==> config.mk <==
export PLATFORM = sky130hd
export DESIGN_NAME = i2c_reg_seq
export DESIGN_NICKNAME = d
export VERILOG_FILES = /design/src/rtl/i2c_reg_seq_pkg.sv /design/src/rtl/i2c_reg_seq_timeout.sv /design/src/rtl/i2c_reg_seq.sv
export SDC_FILE = /design/constraint.sdc
export NUM_CORES = 1
export LEC_CHECK = 0
export BUFFER_PORTS_ARGS = -buffer_cell sky130_fd_sc_hd__clkbuf_2
export CAP_MARGIN = 15
export CORE_MARGIN = 2
export CORE_UTILIZATION = 40
export CTS_CLUSTER_SIZE = 28
export DETAILED_ROUTE_END_ITERATION = 7
export HOLD_SLACK_MARGIN = 0.02
export PLACE_DENSITY = 0.67
export RECOVER_POWER = 50
export SLEW_MARGIN = 10
export SYNTH_ARGS = -nofsm -noshare
export SYNTH_HDL_FRONTEND = slang
export SYNTH_HIERARCHICAL = 1
export SYNTH_SLANG_ARGS = --single-unit
==> constraint.sdc <==
create_clock -name clk -period 9.2 [get_ports clk]
set_input_delay 1.38 -clock clk [delete_from_list [all_inputs] [get_ports clk]]
set_output_delay 1.38 -clock clk [all_outputs]
set_load 0.05 [all_outputs]
==> src/rtl/i2c_reg_seq_pkg.sv <==
// Shared types and constants for the I2C register-access sequencer.
package i2c_reg_seq_pkg;

    localparam int unsigned ADDR_W             = 7;
    localparam int unsigned BYTE_W             = 8;
    localparam int unsigned ERR_W              = 2;
    localparam int unsigned DEF_TIMEOUT_CYCLES = 1000000;
    localparam int unsigned DEF_TW             = 20;

    localparam logic [ERR_W-1:0] ERR_OK      = 2'b00;
    localparam logic [ERR_W-1:0] ERR_NACK    = 2'b01;
    localparam logic [ERR_W-1:0] ERR_TIMEOUT = 2'b10;

    typedef enum logic [2:0] {
        ST_IDLE,
        ST_CMD_WA,
        ST_DATA_REG,
        ST_DATA_VAL,
        ST_CMD_RD,
        ST_RD_DATA,
        ST_WAIT_IDLE,
        ST_RESP
    } state_t;

    typedef struct packed {
        logic              read;
        logic [ADDR_W-1:0] dev_addr;
        logic [BYTE_W-1:0] reg_addr;
        logic [BYTE_W-1:0] wdata;
    } req_t;

endpackage

==> src/rtl/i2c_reg_seq_timeout.sv <==
// Per-state watchdog: clears on request, saturates at the terminal count.
module i2c_reg_seq_timeout #(
    parameter int unsigned TIMEOUT_CYCLES = 1000000,
    parameter int unsigned TW             = 20
) (
    input  logic clk,
    input  logic rst,
    input  logic clear,
    output logic tc_c
);

    localparam logic [TW-1:0] TERMINAL = TW'(TIMEOUT_CYCLES - 1);

    logic [TW-1:0] cnt_q;

    always_ff @(posedge clk or posedge rst) begin
        if (rst) begin
            cnt_q <= '0;
        end else if (clear) begin
            cnt_q <= '0;
        end else if (cnt_q != TERMINAL) begin
            cnt_q <= cnt_q + TW'(1);
        end
    end

    assign tc_c = (cnt_q == TERMINAL);

endmodule

==> src/rtl/i2c_reg_seq.sv <==
// Expands one host register read/write into i2c_master command/data traffic
// and returns a single response carrying read data and status.
module i2c_reg_seq
    import i2c_reg_seq_pkg::*;
#(
    parameter int unsigned TIMEOUT_CYCLES = DEF_TIMEOUT_CYCLES,
    parameter int unsigned TW             = DEF_TW
) (
    input  logic              clk,
    input  logic              rst,
    input  logic              req_valid,
    output logic              req_ready,
    input  logic              req_read,
    input  logic [ADDR_W-1:0] req_dev_addr,
    input  logic [BYTE_W-1:0] req_reg_addr,
    input  logic [BYTE_W-1:0] req_wdata,
    output logic              rsp_valid,
    input  logic              rsp_ready,
    output logic [BYTE_W-1:0] rsp_rdata,
    output logic [ERR_W-1:0]  rsp_error,
    output logic [ADDR_W-1:0] m_cmd_address,
    output logic              m_cmd_start,
    output logic              m_cmd_read,
    output logic              m_cmd_write_multiple,
    output logic              m_cmd_stop,
    output logic              m_cmd_valid,
    input  logic              m_cmd_ready,
    output logic [BYTE_W-1:0] m_data_tdata,
    output logic              m_data_tvalid,
    output logic              m_data_tlast,
    input  logic              m_data_tready,
    input  logic [BYTE_W-1:0] s_data_tdata,
    input  logic              s_data_tvalid,
    input  logic              s_data_tlast,
    output logic              s_data_tready,
    input  logic              missed_ack,
    input  logic              busy
);

    state_t            state_q, state_d;
    req_t              req_q, req_d;
    logic              nack_q, nack_d;
    logic [BYTE_W-1:0] rdata_q, rdata_d;
    logic              tmo_tc_c;
    logic              unused_tlast;

    logic              req_ready_d, rsp_valid_d, s_data_tready_d;
    logic [BYTE_W-1:0] rsp_rdata_d, m_data_tdata_d;
    logic [ERR_W-1:0]  rsp_error_d;
    logic [ADDR_W-1:0] m_cmd_address_d;
    logic              m_cmd_valid_d, m_cmd_start_d, m_cmd_read_d;
    logic              m_cmd_write_multiple_d, m_cmd_stop_d;
    logic              m_data_tvalid_d, m_data_tlast_d;

    // Only the first read byte matters, so its tlast carries no information.
    assign unused_tlast = s_data_tlast;

    i2c_reg_seq_timeout #(
        .TIMEOUT_CYCLES(TIMEOUT_CYCLES),
        .TW            (TW)
    ) u_timeout (
        .clk  (clk),
        .rst  (rst),
        .clear(state_d != state_q),
        .tc_c (tmo_tc_c)
    );

    always_comb begin
        state_d     = state_q;
        req_d       = req_q;
        nack_d      = nack_q;
        rdata_d     = rdata_q;
        rsp_error_d = rsp_error;
        rsp_rdata_d = rsp_rdata;

        case (state_q)
            ST_IDLE: begin
                if (req_valid && req_ready) begin
                    state_d = ST_CMD_WA;
                    req_d   = '{read: req_read, dev_addr: req_dev_addr,
                                reg_addr: req_reg_addr, wdata: req_wdata};
                    nack_d  = 1'b0;
                    rdata_d = '0;
                end
            end
            ST_CMD_WA:    if (m_cmd_valid && m_cmd_ready) state_d = ST_DATA_REG;
            ST_DATA_REG:  if (m_data_tvalid && m_data_tready)
                              state_d = req_q.read ? ST_CMD_RD : ST_DATA_VAL;
            ST_DATA_VAL:  if (m_data_tvalid && m_data_tready) state_d = ST_WAIT_IDLE;
            ST_CMD_RD:    if (m_cmd_valid && m_cmd_ready) state_d = ST_RD_DATA;
            ST_RD_DATA: begin
                if (s_data_tvalid && s_data_tready) begin
                    rdata_d = s_data_tdata;
                    state_d = ST_WAIT_IDLE;
                end
            end
            ST_WAIT_IDLE: if (!busy) state_d = ST_RESP;
            ST_RESP:      if (rsp_ready) state_d = ST_IDLE;
            default:      state_d = ST_IDLE;
        endcase

        // Abort paths override the normal flow; timeout wins over nack for the target state.
        if (state_q != ST_IDLE && state_q != ST_RESP) begin
            if (missed_ack) begin
                nack_d  = 1'b1;
                state_d = ST_WAIT_IDLE;
            end
            if (tmo_tc_c) state_d = ST_RESP;
        end

        // Response payload is frozen on RESP entry; only a clean WAIT_IDLE exit is OK.
        if (state_d == ST_RESP && state_q != ST_RESP) begin
            if (nack_d)                                  rsp_error_d = ERR_NACK;
            else if (state_q == ST_WAIT_IDLE && !busy)   rsp_error_d = ERR_OK;
            else                                         rsp_error_d = ERR_TIMEOUT;
            rsp_rdata_d = (rsp_error_d == ERR_OK && req_d.read) ? rdata_d : '0;
        end

        req_ready_d            = (state_d == ST_IDLE);
        rsp_valid_d            = (state_d == ST_RESP);
        s_data_tready_d        = (state_d == ST_RD_DATA);
        m_cmd_valid_d          = (state_d == ST_CMD_WA) || (state_d == ST_CMD_RD);
        m_cmd_address_d        = m_cmd_valid_d ? req_d.dev_addr : '0;
        m_cmd_start_d          = m_cmd_valid_d;
        m_cmd_read_d           = (state_d == ST_CMD_RD);
        m_cmd_write_multiple_d = (state_d == ST_CMD_WA);
        m_cmd_stop_d           = (state_d == ST_CMD_RD) || ((state_d == ST_CMD_WA) && !req_d.read);
        m_data_tvalid_d        = (state_d == ST_DATA_REG) || (state_d == ST_DATA_VAL);
        m_data_tdata_d         = (state_d == ST_DATA_REG) ? req_d.reg_addr :
                                 (state_d == ST_DATA_VAL) ? req_d.wdata : '0;
        m_data_tlast_d         = (state_d == ST_DATA_VAL) || ((state_d == ST_DATA_REG) && req_d.read);
    end

    always_ff @(posedge clk or posedge rst) begin
        if (rst) begin
            state_q              <= ST_IDLE;
            req_q                <= '0;
            nack_q               <= 1'b0;
            rdata_q              <= '0;
            req_ready            <= 1'b1;
            rsp_valid            <= 1'b0;
            rsp_rdata            <= '0;
            rsp_error            <= '0;
            s_data_tready        <= 1'b0;
            m_cmd_valid          <= 1'b0;
            m_cmd_address        <= '0;
            m_cmd_start          <= 1'b0;
            m_cmd_read           <= 1'b0;
            m_cmd_write_multiple <= 1'b0;
            m_cmd_stop           <= 1'b0;
            m_data_tvalid        <= 1'b0;
            m_data_tdata         <= '0;
            m_data_tlast         <= 1'b0;
        end else begin
            state_q              <= state_d;
            req_q                <= req_d;
            nack_q               <= nack_d;
            rdata_q              <= rdata_d;
            req_ready            <= req_ready_d;
            rsp_valid            <= rsp_valid_d;
            rsp_rdata            <= rsp_rdata_d;
            rsp_error            <= rsp_error_d;
            s_data_tready        <= s_data_tready_d;
            m_cmd_valid          <= m_cmd_valid_d;
            m_cmd_address        <= m_cmd_address_d;
            m_cmd_start          <= m_cmd_start_d;
            m_cmd_read           <= m_cmd_read_d;
            m_cmd_write_multiple <= m_cmd_write_multiple_d;
            m_cmd_stop           <= m_cmd_stop_d;
            m_data_tvalid        <= m_data_tvalid_d;
            m_data_tdata         <= m_data_tdata_d;
            m_data_tlast         <= m_data_tlast_d;
        end
    end

endmodule

==> reports/results.env <==
TIMING.CRITICAL_PATH.CELLS='clkbuf_1 -> clkinv_1 -> clkbuf_1'
CTS_STAGE_HOLD_BUFFER_COUNT=0
SYNTH.NET_COUNT=392
CP.BUFFERS_INVERTERS=3
TIMING.MAX_CAP.VIOLATIONS=1
DRT_WL_TOTAL_UM=8378
SYNTH-SEQ-AREA-SHARE=0.5646
GRT_MAX_DEGREE=71
YS_TYPES=54
ARRIVAL_NS=4.12
TIMING.SETUP.TNS_NS=0
BUFFER_PORTS.INSERTED=75
DRT.ANTENNA.VIOLATING_NETS=0
YS_SEQ_ELEMENTS=90
MULTIINPUTGATEAREA_SQ_UM=1607
POWER.SHARE.SWITCHING=0.3761
RSZ0062_AT_GRT='false'
WORSTPATHREQUIRED_NS=8.84
COMB_POWER_SHARE=0.333
WORST_HOLD_STARTPOINT='req_q[15]'
NETLIST_INSTANCES=349
ROUTED-VIA-COUNT=2917
NNETSFINAL=462
LONGEST_CLK_PATH_BUFS=2
CP_TOP_FAMILY='buffers and inverters'
CLOCK_POWER_SHARE=0.214
WIRE_LENGTH_OF_THE_FIRST_GLOBAL_ROUTING_PASS_UM=14100
CTS_BUFFERS=9
P_INT_uW=706.0
RUN_STATUS='finished, violations left'
DIE_H_UM=103.9
POST_SYNTH_MOST_FREQUENT_CELLS='sky130_fd_sc_hd__dfrtp_1, sky130_fd_sc_hd__nor2_1, sky130_fd_sc_hd__mux2_2, sky130_fd_sc_hd__nand2_1, sky130_fd_sc_hd__a21oi_1'
RR_STARTPOINT='u_timeout/cnt_q[15]'
SYNTHFLOPTYPE='sky130_fd_sc_hd__dfrtp_1'
REG2REG_SLACK_NS=5.45
FIN_WORST_SKEW_NS=0.007618
FINAL.SETUP.WORST_SLACK_NS=4.717
CORE_AREA_SQ_UM=9729
MAX_STAGE_DELAY_NS=2.55
NETLIST.AREA_LEADER.SHARE=0.5580
MAX_CLOCK_FREQ_MHz=223.1
ROUTABILITY_DRIVEN_PLACEMENT_CONGESTION_RATIO=0.7865
HOLD_VIOL=0
POST_LAYOUT_MINIMUM_CYCLE_TIME_NS=4.483
SYNTH_EDF_COUNT=0
FRACTION_OF_SYNTHESIS_FLOPS_USING_AN_ASYNCHRONOUS_SET_OR_RESET_PIN=1.000
REGTOREGENDPOINT='u_timeout/cnt_q[17]'
ROUTEDWLPERCELL_UM=15.07
SETUP.WORST_PATH.END='m_cmd_address[1]'
DIE_AREA_SQ_UM=10790
TIMING.CRITICAL_PATH.MODE_CELL='sky130_fd_sc_hd__clkbuf_1'
DRIVE_GT1_FRAC=0.3002
DETAIL_ROUTE.FIRST_PASS.ITERATIONS=5
YS.WARNINGS.COUNT=6
ANTENNA_FOUND_INITIAL=0
FILLER_CELL_COUNT=923
DP_HPWL_UM=5754
FIRST_GLOBAL_VIAS=2839
POWER.DENSITY_nW_PER_UM2=245.1
CLK_PIN_SLEW_WORST_PATHS_NS=0.08
TYPE_OF_THE_WORST_SETUP_PATH='in2async'
MAXIMUM_VDD_DROP_uV=202.0
TOTAL_SWITCHING_POWER_uW=425.7
DRV_SLEW=71
WORST-SLEW-PIN-TRANSITION_NS=3.663
SYN-CELL-AREA_SQ_UM=3991
STDCELL_COUNT=556
GRT-OVFL-TOTAL=0
SYN_AREA_CELL_SQ_UM=11.44
PLACE.DETAILED.INSTANCES=541
END_KIND='async pin'
ANTENNA_CELLS_INSERTED=0
PRE_CTS_SLACK_NS=5.175
CLOCK-ROOT-BUFFER='sky130_fd_sc_hd__clkbuf_8'
START_KIND='input pin'
START_UTIL=0.4102
DRCVIOLATIONCOUNT=0
ROUTED_VIA_DENSITY=5.246
REGAREA_SQ_UM=2253
FP-ROW-COUNT=36
CTS_RESIZED=0
DRT_ITER0_MARKERS=166
GRT_USE_TOTAL=0.1628
POWER.LEAKAGE_uW=0.002211
SYNTH.MOST_COMMON_CELL='sky130_fd_sc_hd__dfrtp_1'
VIOLATIONS='max-capacitance violations, max-slew violations'
WORST_SKEW_PAIR.LATE_LATENCY_NS=0.36
FF2FF_PATH_DEPTH=11
CLOCK_SINKS=90
SYNTH.AREA.TOP_CELLS='sky130_fd_sc_hd__dfrtp_1, sky130_fd_sc_hd__mux2_2, sky130_fd_sc_hd__nor2_1'
FP.DIEW_UM=103.9
HOLD_CLASS='reg2reg'
CTS_TREE='built'
PIN_COUNT=77
TIMING.CRITICAL_PATH.FROM='rst'
PATH_DEPTH=3
CRITICAL_PATH.MAX_FANOUT=70
SETUP_VIOLATIONS=0
FINALCRITPERIODSHARE=0.4873
CTS_SETUP_BUFFERS=0
TIMING.MAX_SLEW.REL_SLACK=-1.442
CP_SLOWEST_CELL='sky130_fd_sc_hd__clkbuf_1'
PORTION_OF_TOTAL_POWER_ATTRIBUTED_TO_SEQUENTIAL_CELLS=0.452
HTREE_LEVELS=3
LAYOUT_OVERHEAD_ON_THE_SYNTHESIZED_AREA_PCT=15.67
FIN_UTIL=0.4745
FINALHOLDWORSTSLACK_NS=0.4996
SYNTH.LARGEST_AREA_CELL='sky130_fd_sc_hd__dfrtp_1'
[flip-flops by register name (all words and copies together) (netlist names), 2 cells and up]
register,cells
req_q,24
m_data_tdata,8
rdata_q,8
u_timeout/cnt_q,20
m_cmd_address,7
rsp_error,2
state_q,3
rsp_rdata,8
[worst register-to-register path, delay by kind of cell, from the launching register on]
family	cells	cell delay [ns]
buffers and inverters	1	0.16
and+or+nand+nor	6	1.52
DFF	1	0.45
AOI/OAI and AO/OA	3	1.22
muxes	1	0.29
[metal layers]
metal	vias to the layer above	GRT usage	wire length [um]
li1	1405	-	-
met1	1440	0.2108	3796
met2	60	0.2608	4062
met3	12	0.03885	392
met4	0	0.07239	126
met5	-	0	0
[worst min path at each step]
| stage | to | slack [ns] | cells after the start |
|---|---|---|---|
| after CTS | req_q[15] | 0.50 | 1 |
| after floorplan | req_q[0] | 0.47 | 1 |
| after global placement | rsp_rdata[2] | 0.48 | 1 |
| after global routing | req_q[18] | 0.52 | 1 |
| after detailed placement | req_q[15] | 0.49 | 1 |
| final | req_q[15] | 0.50 | 1 |
[layout by cell type (no fill, tap or decap), drive strengths merged, types with 2 or more instances in the layout]
cell	netlist	layout
nor2b	2	2
or3	8	8
nor4	2	2
a32o	8	8
nor3	10	10
o21ai	10	10
and2	5	5
a21oi	20	20
nand3b	2	2
mux2i	8	8
inv	8	7
o31ai	4	4
nand2b	2	2
o22ai	2	2
a22o	8	8
nand3	9	9
and3	3	3
nand2	26	26
mux2	27	27
dfrtp	89	89
xnor2	3	3
clkinv	0	2
or4	3	3
xor2	4	4
nand4	11	11
and4	2	2
nor2	33	33
clkbuf	5	90
nor4b	2	2
a31oi	4	4
[kinds of logic (layout without fill, tap and decap cells)]
family          Yosys count  after routing  synth area share
fa+ha+maj                 1              1          0.003134
mux                      35             35           0.09624
xor+xnor                  7              7           0.01724
simple gates            123            123            0.1649
flops                    90             90            0.5646
buf+inv                  27            101           0.03511
compound gates           66             66            0.1188
[stage by stage]
stage	power, uW	cell area, sq um
2_1_floorplan	822.2	3991
6_report	1132	4617
3_3_place_gp	891.4	4454
3_5_place_dp	902.4	4454
4_1_cts	1145	4626
5_1_grt	1202	4617
[power by group through the flow]
stage	clock network (uW)	registers [uW]	logic [uW]
3_5_place_dp	0	519	383
2_1_floorplan	0	548	275
3_3_place_gp	0	517	375
6_report	243	512	377
5_1_grt	264	523	415
4_1_cts	249	512	384
[area by class of cell]
type | count | share of cell area
clock buffers | 13 | 0.03442
clock inverters | 2 | 0.002710
inverters | 8 | 0.006504
multi-input cells | 232 | 0.3480
flip-flops and latches | 90 | 0.4881
well taps | 133 | 0.03604
repair buffers | 78 | 0.08428
No activity file was read; power rests on OpenSTA's default activity.
